===== src/rtl/clm_commit_collect_pkg.sv =====
// Shared types and default sizing for the per-column commit collector.
// Defaults match one TPU column of four rows and 8-bit MPU issue numbers.
package clm_commit_collect_pkg;

  localparam int CLM_NUM_ROWS   = 4;
  localparam int CLM_ISSUE_NO_W = 8;
  localparam int COMMIT_DEPTH   = 4;

  typedef logic [CLM_ISSUE_NO_W-1:0] mpu_issue_no_t;
  typedef logic [CLM_NUM_ROWS-1:0]   clm_mask_t;

  typedef struct packed {
    mpu_issue_no_t no;
    clm_mask_t     mask;
  } commit_ent_t;

  typedef enum logic [1:0] {
    ST_IDLE  = 2'd0,
    ST_VALID = 2'd1,
    ST_GAP   = 2'd2
  } commit_state_t;

endpackage


===== src/rtl/clm_commit_collect_term_queue.sv =====
// One row's in-order queue of thread-termination nack bits.
// Push while full is dropped (caller flags it); pop while empty is ignored.
module commit_term_queue #(
  parameter int DEPTH = 4
) (
  input  logic clock,
  input  logic reset,
  input  logic i_push,
  input  logic i_dat,
  input  logic i_pop,
  output logic o_head,
  output logic o_empty,
  output logic o_full
);

  localparam int AW = $clog2(DEPTH);
  localparam int CW = AW + 1;

  logic [DEPTH-1:0] r_mem;
  logic [AW-1:0]    r_wp;
  logic [AW-1:0]    r_rp;
  logic [CW-1:0]    r_cnt;
  logic             w_push;
  logic             w_pop;

  assign o_empty = (r_cnt == '0);
  assign o_full  = (r_cnt == CW'(DEPTH));
  assign o_head  = r_mem[r_rp];
  assign w_push  = i_push & ~o_full;
  assign w_pop   = i_pop & ~o_empty;

  always_ff @(posedge clock or negedge reset) begin
    if (!reset) begin
      r_mem <= '0;
      r_wp  <= '0;
      r_rp  <= '0;
      r_cnt <= '0;
    end else begin
      if (w_push) begin
        r_mem[r_wp] <= i_dat;
        r_wp        <= r_wp + 1'b1;
      end
      if (w_pop) begin
        r_rp <= r_rp + 1'b1;
      end
      r_cnt <= r_cnt + CW'(w_push) - CW'(w_pop);
    end
  end

endmodule


===== src/rtl/clm_commit_collect.sv =====
// Per-column commit collector: records participating issues, pairs them with
// per-row in-order termination pulses, and emits one commit per issue in issue order.
module clm_commit_collect
  import clm_commit_collect_pkg::*;
#(
  parameter int NUM_ROWS   = CLM_NUM_ROWS,
  parameter int ISSUE_NO_W = CLM_ISSUE_NO_W,
  parameter int DEPTH      = COMMIT_DEPTH
) (
  input  logic                  clock,
  input  logic                  reset,
  input  logic                  I_Req,
  input  logic [ISSUE_NO_W-1:0] I_Issue_No,
  input  logic [NUM_ROWS-1:0]   I_En_Exe,
  input  logic [NUM_ROWS-1:0]   I_Term,
  input  logic [NUM_ROWS-1:0]   I_Nack,
  output logic                  O_Commit_Req,
  output logic [ISSUE_NO_W-1:0] O_Commit_No,
  output logic                  O_Commit_Nack,
  input  logic                  I_Commit_Ack,
  output logic                  O_Full,
  output logic                  O_Err
);

  localparam int AW = $clog2(DEPTH);
  localparam int CW = AW + 1;

  typedef struct packed {
    logic [ISSUE_NO_W-1:0] no;
    logic [NUM_ROWS-1:0]   mask;
  } ent_t;

  ent_t          r_fifo [DEPTH];
  logic [AW-1:0] r_wp;
  logic [AW-1:0] r_rp;
  logic [CW-1:0] r_cnt;
  commit_state_t r_state;

  ent_t              w_head;
  logic              w_fifo_full;
  logic              w_fifo_empty;
  logic              w_push;
  logic              w_push_ok;
  logic              w_pop;
  logic              w_complete;
  logic              w_err_set;
  logic [CW-1:0]     w_cnt_nxt;
  logic [NUM_ROWS-1:0] w_q_head;
  logic [NUM_ROWS-1:0] w_q_empty;
  logic [NUM_ROWS-1:0] w_q_full;
  logic [NUM_ROWS-1:0] w_q_pop;

  assign w_head       = r_fifo[r_rp];
  assign w_fifo_full  = (r_cnt == CW'(DEPTH));
  assign w_fifo_empty = (r_cnt == '0);
  assign w_push       = I_Req & (|I_En_Exe);
  assign w_push_ok    = w_push & ~w_fifo_full;
  assign w_pop        = (r_state == ST_VALID) & I_Commit_Ack;
  assign w_cnt_nxt    = r_cnt + CW'(w_push_ok) - CW'(w_pop);
  // Head is complete once every participating row has a term waiting.
  assign w_complete   = ~w_fifo_empty & ((w_head.mask & w_q_empty) == '0);
  assign w_q_pop      = w_head.mask & {NUM_ROWS{w_pop}};
  assign w_err_set    = (w_push & w_fifo_full) | (|(I_Term & w_q_full));

  for (genvar g = 0; g < NUM_ROWS; g++) begin : g_row
    commit_term_queue #(.DEPTH(DEPTH)) u_term_q (
      .clock   (clock),
      .reset   (reset),
      .i_push  (I_Term[g]),
      .i_dat   (I_Nack[g]),
      .i_pop   (w_q_pop[g]),
      .o_head  (w_q_head[g]),
      .o_empty (w_q_empty[g]),
      .o_full  (w_q_full[g])
    );
  end

  always_ff @(posedge clock or negedge reset) begin
    if (!reset) begin
      for (int i = 0; i < DEPTH; i++) r_fifo[i] <= '0;
      r_wp   <= '0;
      r_rp   <= '0;
      r_cnt  <= '0;
      O_Full <= 1'b0;
      O_Err  <= 1'b0;
    end else begin
      if (w_push_ok) begin
        r_fifo[r_wp] <= '{no: I_Issue_No, mask: I_En_Exe};
        r_wp         <= r_wp + 1'b1;
      end
      if (w_pop) begin
        r_rp <= r_rp + 1'b1;
      end
      r_cnt  <= w_cnt_nxt;
      O_Full <= (w_cnt_nxt == CW'(DEPTH));
      if (w_err_set) O_Err <= 1'b1;
    end
  end

  // GAP gives the pops one cycle to land before the next head is judged.
  always_ff @(posedge clock or negedge reset) begin
    if (!reset) begin
      r_state       <= ST_IDLE;
      O_Commit_Req  <= 1'b0;
      O_Commit_No   <= '0;
      O_Commit_Nack <= 1'b0;
    end else begin
      case (r_state)
        ST_IDLE: begin
          if (w_complete) begin
            O_Commit_No   <= w_head.no;
            O_Commit_Nack <= |(w_head.mask & w_q_head);
            O_Commit_Req  <= 1'b1;
            r_state       <= ST_VALID;
          end
        end
        ST_VALID: begin
          if (I_Commit_Ack) begin
            O_Commit_Req <= 1'b0;
            r_state      <= ST_GAP;
          end
        end
        ST_GAP:  r_state <= ST_IDLE;
        default: r_state <= ST_IDLE;
      endcase
    end
  end

endmodule


===== config.mk =====
export PLATFORM = sky130hd
export DESIGN_NAME = clm_commit_collect
export DESIGN_NICKNAME = d
export VERILOG_FILES = /design/src/rtl/clm_commit_collect_pkg.sv /design/src/rtl/clm_commit_collect_term_queue.sv /design/src/rtl/clm_commit_collect.sv
export SDC_FILE = /design/constraint.sdc
export NUM_CORES = 1
export LEC_CHECK = 0
export ABC_AREA = 1
export CORE_AREA = 5 5 101 112
export DETAILED_ROUTE_END_ITERATION = 16
export DIE_AREA = 0 0 106 117
export PLACE_DENSITY_LB_ADDON = 0.25
export SETUP_SLACK_MARGIN = 0.02
export SLEW_MARGIN = 10
export SYNTH_ARGS = -nofsm -noshare
export SYNTH_HDL_FRONTEND = slang
export SYNTH_HIERARCHICAL = 1
export SYNTH_SLANG_ARGS = --single-unit

===== constraint.sdc =====
create_clock -name clock -period 4.5 [get_ports clock]
set_clock_uncertainty 0.2 [all_clocks]
set_input_delay 0.9 -clock clock [delete_from_list [all_inputs] [get_ports clock]]
set_output_delay 0.9 -clock clock [all_outputs]
set_load 0.1 [all_outputs]

After elaboration in Yosys (flattened, before gate mapping) --
Cells that the tools add are included.
Cells by class: magnitude comparators 15, equality and inequality tests 9, shifts and indexed selects 0, mux-type cells 32, bitwise logic cells 30, $add $sub $neg 20, reduce and logical (&&, ||, !) cells 19, div/mod/pow operators 0, multiply operators 0
Operators with widths (number):
- $bwmux 48 | 1
- $mux 12 | 3
- $bmux 12 s2 | 1
- $demux 12 s2 | 1
- $lt 2x3->1 const B | 8
- $add 2x1->2 const B | 10
- $eq 3x3->1 const B | 6
- $and 4x4->4 | 4
- $bwmux 4 | 4
- $add 3x1->3 | 5
- $logic_not 3->1 | 5
- $sub 3x1->3 | 5
- $and 1x1->1 | 13
- $reduce_or 4->1 | 3
- $mux 1 | 10
- $not 1->1 | 10
- $bmux 1 s2 | 4
- $demux 1 s2 | 4
- $ge 2x1->1 const B | 4
- $ge 3x3->1 const B | 2
- $not 2->3 | 2
- $logic_and 1x1->1 | 5
- $logic_not 4->1 | 1
- $mux 2 | 2
- 10 further kinds | 12
Word-level totals: memories 0, RAM bits 0, flip-flop bits (word level) 113, bits in latches 0, ROM bits 0, output and inout port bits 12, bits of input ports 24

Longest topological paths before layout --
depth in word-level cells 9, gate-level depth with buffers 15, mapped depth without buffers 13

Modules after synthesis --
Netlist, hierarchy kept.
Modules (own cells, without submodules):
- clm_commit_collect | sequential area each 1726.7 µm², instances 1, area each 3283.1 µm², cells an instance 365
- commit_term_queue | sequential area each 275.3 µm², instances 4, area each 653.1 µm², cells an instance 78

Worst setup path before layout --
OpenSTA, ideal clock, no wires.
kind in2reg, start point input port I_En_Exe[1], end point register O_Full, cell stages on the path 12, path slack 1.704 ns, required time 4.214 ns, arrival 2.510 ns, setup time 0.086 ns, buffers on the path 0, cell sequence inv_2 > nand4_1 > nand2_1 > nor2_4 > inv_1 > ha_1 > inv_1 > ha_1 > inv_1 > fa_1 > inv_1 > nor3_1
On the way: longest elaborated chain between the ends 6
Ends and longest elaborated chain:
- start: declaration | line clm_commit_collect.sv:14 | input logic [NUM_ROWS-1:0] I_En_Exe,
- $reduce_or 4->1 | line clm_commit_collect.sv:56 | assign w_push = I_Req & (|I_En_Exe);
- $and 1x1->1 | line clm_commit_collect.sv:56
- $and 1x1->1 | line clm_commit_collect.sv:57 | assign w_push_ok = w_push & ~w_fifo_full;
- $add 3x1->3 | line clm_commit_collect.sv:59 | assign w_cnt_nxt = r_cnt + CW'(w_push_ok) - CW'(w_pop);
- $sub 3x1->3 | line clm_commit_collect.sv:59
- via w_cnt_nxt[1] | line clm_commit_collect.sv:47 | logic [CW-1:0] w_cnt_nxt;
- $eq 3x3->1 | line clm_commit_collect.sv:95 | O_Full <= (w_cnt_nxt == CW'(DEPTH));
- end signal: assignment | line clm_commit_collect.sv:95
- end: declaration | line clm_commit_collect.sv:21 | output logic O_Full,
The timed path passes the listed nets, and every way through them passes these cells. A chain may end at the register's enable or synchronous reset.

Worst setup path after layout --
start point input port I_Commit_Ack, end point register g_row[3].u_term_q.r_cnt[2]
On the way: longest elaborated chain between the ends 4
Ends and longest elaborated chain:
- start: declaration | line clm_commit_collect.sv:20 | input logic I_Commit_Ack,
- $and 1x1->1 | line clm_commit_collect.sv:58 | assign w_pop = (r_state == ST_VALID) & I_Commit_Ack;
- $and 4x4->4 | line clm_commit_collect.sv:62 | assign w_q_pop = w_head.mask & {NUM_ROWS{w_pop}};
- via w_q_pop[3] | line clm_commit_collect.sv:51 | logic [NUM_ROWS-1:0] w_q_pop;
- $and 1x1->1 | line clm_commit_collect_term_queue.sv:30 | assign w_pop = i_pop & ~o_empty;
- via g_row[3].u_term_q.w_pop | line clm_commit_collect_term_queue.sv:24 | logic w_pop;
- $sub 3x1->3 | line clm_commit_collect_term_queue.sv:46 | r_cnt <= r_cnt + CW'(w_push) - CW'(w_pop);
- end signal: assignment | line clm_commit_collect_term_queue.sv:46
- end: declaration | line clm_commit_collect_term_queue.sv:22 | logic [CW-1:0] r_cnt;
The timed path passes the listed nets, and every way through them passes these cells.

==> results by group <==
Placed design
  • HPWL after detailed placement: 8080 um
  • Placer congestion estimate: 0.869
  • Buffers on Ports: 35

Timing
  • Count of final setup violators: 0
  • Final Hold Violating Endpoints: 0
  • Actual slew at the worst max-slew pin: 1.05 ns
  • Time the worst path needs with I/O delays and setup: 3.23 ns
  • Unrepaired setup endpoints after global routing: false
  • Final-report max-slew violation count: 0
  • Tightest slew margin relative to the limit: 0.297
  • Aggregate negative setup slack: 0 ns
  • Timing-limited maximum frequency: 0.309 GHz
  • Share of the clock period used by the worst path: 0.719

Final layout
  • Net count reported at finish: 770
  • Final antenna diode count: 0
  • Sequential cell area: 0.00283 mm2
  • Area grow syn2layout: 16.1%
  • Proportion of layout cells with a drive suffix above 1: 0.131
  • Count of fill cells added during filler insertion: 794
  • Multi-input combinational cell area: 0.00259 mm2

Power and ir drop
  • Flop pwr share: 0.335
  • Cell-internal power: 3.17 mW
  • Switching power: 2.39 mW
  • Clock share of power: 0.238
  • Total power per unit cell area: 812 mW/mm2
  • Max VDD drop: 0.357 mV
  • Leakage Power: 3.53 nW
  • Combinational group share of total power: 0.427
  • Net Sw Frac: 0.430
  • Final Total Pwr: 5.56 mW

Clocking
  • Number of buffers added by the clock tree synthesis step: 17
  • Later-pin clock latency in the skew report: 0.40 ns
  • Maximum clock path buffer count: 2
  • Depth of the CTS H-tree: 4
  • Postcts setup bufs: 0
  • Reg clk slew, reported paths: 0.05 ns
  • Count of cells resized by post-cts repair: 0
  • Sink Count: 113
  • Count of hold-fix buffers inserted at cts: 0
  • Clock tree root driver cell: sky130_fd_sc_hd__clkbuf_16
  • CTS tree: done

Logic synthesis
  • Syn_area_per_cell: 8.71 um2
  • Share of flip-flops with an asynchronous set or reset after synthesis: 1.00
  • Sequential cell area fraction in the yosys report: 0.480
  • Total of flip-flops plus latches after synthesis: 113
  • Count of unique library cells instantiated by Yosys: 28
  • Predominant post-synthesis flop cell: sky130_fd_sc_hd__dfrtp_1
  • Cell types with the largest area share after synthesis: sky130_fd_sc_hd__dfrtp_1 48%, sky130_fd_sc_hd__nand2_1 13%, sky130_fd_sc_hd__ha_1 6.4%
  • Netlist Area Pre-Place: 0.00590 mm2
  • Area share of the leading cell type in the synthesized netlist: 0.480
  • Area leader, netlist: sky130_fd_sc_hd__dfrtp_1
  • Number of standard cells after synthesis: 677
  • Synthesized netlist net count: 736
  • Number of synthesized flops with an enable pin: 0
  • Total number of yosys warnings: 6

Floorplan
  • Number of top-level pins: 36
  • Die Wd: 106 um
  • Starting density of the core: 0.581
  • Core area: 0.0101 mm2
  • Std cell rows: 39
  • Full die area: 0.0124 mm2
  • Die height: 117 um

Worst setup path
  • RR Startpoint: r_rp[0]
  • Critical path arrival: 3.32 ns
  • Worst Setup Start Kind: input pin
  • Kind of capture point of the worst setup path: flop
  • Class of the most critical setup path: in2reg
  • Worst-path fanout max: 9
  • Critical Path RT: 4.59 ns
  • Beginning of the critical path: I_Commit_Ack

Drt
  • DRC viols: 0
  • Sum of routed wire length over all layers: 12,000 um
  • Vias after detailed routing: 4,490
  • Average wire length per cell after detail routing: 14.2 um
  • Count of TritonRoute iterations in the first routing pass: 4
  • Violation count after the first detailed-route iteration: 298
  • Per-cell via count in the routed design: 5.30
  • Number of nets with antenna violations after routing: 0

Global route
  • Number of antenna violations at the first check in global routing: 0
  • Total GRT Usage: 0.211
  • Global routing met3 resource utilization: 0.0532
  • Global route total overflow: 0
  • Global-route met2 utilization: 0.347
  • GR peak layer: met2
  • Via count of the first global-routing pass: 4,292
  • First-pass GRT wire length: 20,500 um
  • Largest net degree at the start of global routing: 86
  • Fraction of met1 tracks used by global routing: 0.273

Hold path
  • Min-delay worst type: reg2reg
  • Start point of the worst hold path: g_row[3].u_term_q/r_mem[3]

Run status
  • Status: completed

Flow run
  • Max Cap Violations: 0
-- synthesized netlist by cell type (2+ instances only) --
library cell              instances
sky130_fd_sc_hd__dfrtp_1        113
sky130_fd_sc_hd__nor2_1          36
sky130_fd_sc_hd__inv_1           69
sky130_fd_sc_hd__inv_2            7
sky130_fd_sc_hd__buf_6            8
sky130_fd_sc_hd__o21ai_0         29
sky130_fd_sc_hd__nor2_2           5
sky130_fd_sc_hd__nand3_4          4
sky130_fd_sc_hd__ha_1            30
sky130_fd_sc_hd__fa_1             5
sky130_fd_sc_hd__nand3_1         31
sky130_fd_sc_hd__nand2_4          3
sky130_fd_sc_hd__o21ai_1         48
sky130_fd_sc_hd__xor2_1           8
sky130_fd_sc_hd__nand2_1        197
sky130_fd_sc_hd__o22ai_1          8
sky130_fd_sc_hd__nor2_4           2
sky130_fd_sc_hd__nand3_2         16
sky130_fd_sc_hd__nand2_2         19
sky130_fd_sc_hd__buf_2           14
sky130_fd_sc_hd__nand4_1         18
-- cell usage in the layout, fill, tap and decap left out, types with 3 or more instances in the layout --
master and count:
sky130_fd_sc_hd__dfrtp_1 113, sky130_fd_sc_hd__nand2_2 19, sky130_fd_sc_hd__clkinv_2 3, sky130_fd_sc_hd__nand4_1 18, sky130_fd_sc_hd__clkbuf_8 3, sky130_fd_sc_hd__buf_4 5, sky130_fd_sc_hd__o21ai_1 48, sky130_fd_sc_hd__nor2_2 5
sky130_fd_sc_hd__nand3_2 16, sky130_fd_sc_hd__nand2_4 3, sky130_fd_sc_hd__inv_2 7, sky130_fd_sc_hd__inv_1 69, sky130_fd_sc_hd__o22ai_1 8, sky130_fd_sc_hd__nand3_1 31, sky130_fd_sc_hd__nor2_1 36, sky130_fd_sc_hd__nand2_1 197
sky130_fd_sc_hd__clkdlybuf4s50_1 34, sky130_fd_sc_hd__clkbuf_16 17, sky130_fd_sc_hd__xor2_1 8, sky130_fd_sc_hd__ha_1 30, sky130_fd_sc_hd__fa_1 5, sky130_fd_sc_hd__clkinv_4 3, sky130_fd_sc_hd__clkinvlp_4 3, sky130_fd_sc_hd__nand3_4 4
sky130_fd_sc_hd__o21ai_0 29
-- flip-flops by register name (all words and copies together) (netlist names), 2 cells and up --
register,cells
r_fifo,48
g_row.u_term_q/r_mem,16
g_row.u_term_q/r_cnt,12
O_Commit_No,8
g_row.u_term_q/r_rp,8
g_row.u_term_q/r_wp,8
r_cnt,3
r_rp,2
r_state,2
r_wp,2
-- layer usage --
metal  wire length (um)  vias to the layer above
met5                  0                        -
met4                204                        0
met3                498                       18
met2               5950                       94
met1               5360                     2150
li1                   -                     2228
-- kinds of logic (layout without fill, tap and decap cells) --
family,Yosys count,count (layout),share of synthesized area
fa+ha+maj,35,35,0.0806
simple gates,332,332,0.269
buf+inv,101,148,0.0809
compound gates,87,87,0.0768
flops,113,113,0.480
xor+xnor,9,9,0.0134
-- critical path, cell delays in order --
cell and delay (ns):
sky130_fd_sc_hd__clkdlybuf4s50_1 0.52, sky130_fd_sc_hd__nand3_1 0.34, sky130_fd_sc_hd__nor2_1 0.35, sky130_fd_sc_hd__nand2_1 0.15, sky130_fd_sc_hd__inv_1 0.08, sky130_fd_sc_hd__ha_1 0.21, sky130_fd_sc_hd__inv_1 0.05, sky130_fd_sc_hd__ha_1 0.12
sky130_fd_sc_hd__inv_1 0.04, sky130_fd_sc_hd__fa_1 0.37, sky130_fd_sc_hd__xor2_1 0.17
-- layout make-up --
class                      instances  share of cell area
sequential                       113               0.413
multi-input combinational        463               0.379
clock buffer                      20              0.0682
timing repair buffer              39              0.0552
inverter                          77              0.0430
tap                              123              0.0225
clock inverter                    12              0.0194
-- through the flow --
step / util / hold slack, ns / cells / setup slack (ns) / instance area [um2]
after global routing: 0.674 / 0.300 / 847 / 1.16 / 6840
final: 0.674 / 0.266 / 847 / 1.27 / 6840
after detailed placement: 0.615 / 0.261 / 815 / 0.883 / 6240
after floorplan: - / 0.236 / 677 / 1.70 / 5900
after CTS: 0.674 / 0.273 / 847 / 1.29 / 6840
after global placement: 0.615 / 0.256 / 815 / 1.01 / 6240
-- worst paths after layout --
| kind | to | cells past startpoint | slack, ns |
|---|---|---|---|
| worst max-delay path | g_row[3].u_term_q/r_cnt[2] | 11 | 1.27 |
| worst min-delay path | g_row[3].u_term_q/r_mem[3] | 2 | 0.27 |
| worst max register to register | g_row[3].u_term_q/r_cnt[2] | 13 | 1.48 |
| worst min register to register | g_row[3].u_term_q/r_mem[3] | 2 | 0.27 |
| max in group asynchronous | r_state[1] | 2 | 2.77 |
| min in group asynchronous | O_Commit_No[6] | 1 | 0.50 |
-- power by group through the flow --
stage	Sequential, mW	Combinational [mW]	Clock [mW]
after floorplan	2.07	1.67	0
after global placement	1.85	2.27	0
after detailed placement	1.86	2.37	0
after CTS	1.86	2.39	1.34
after global routing	1.93	2.68	1.40
final	1.86	2.37	1.32
No activity file was read; power rests on OpenSTA's default activity.
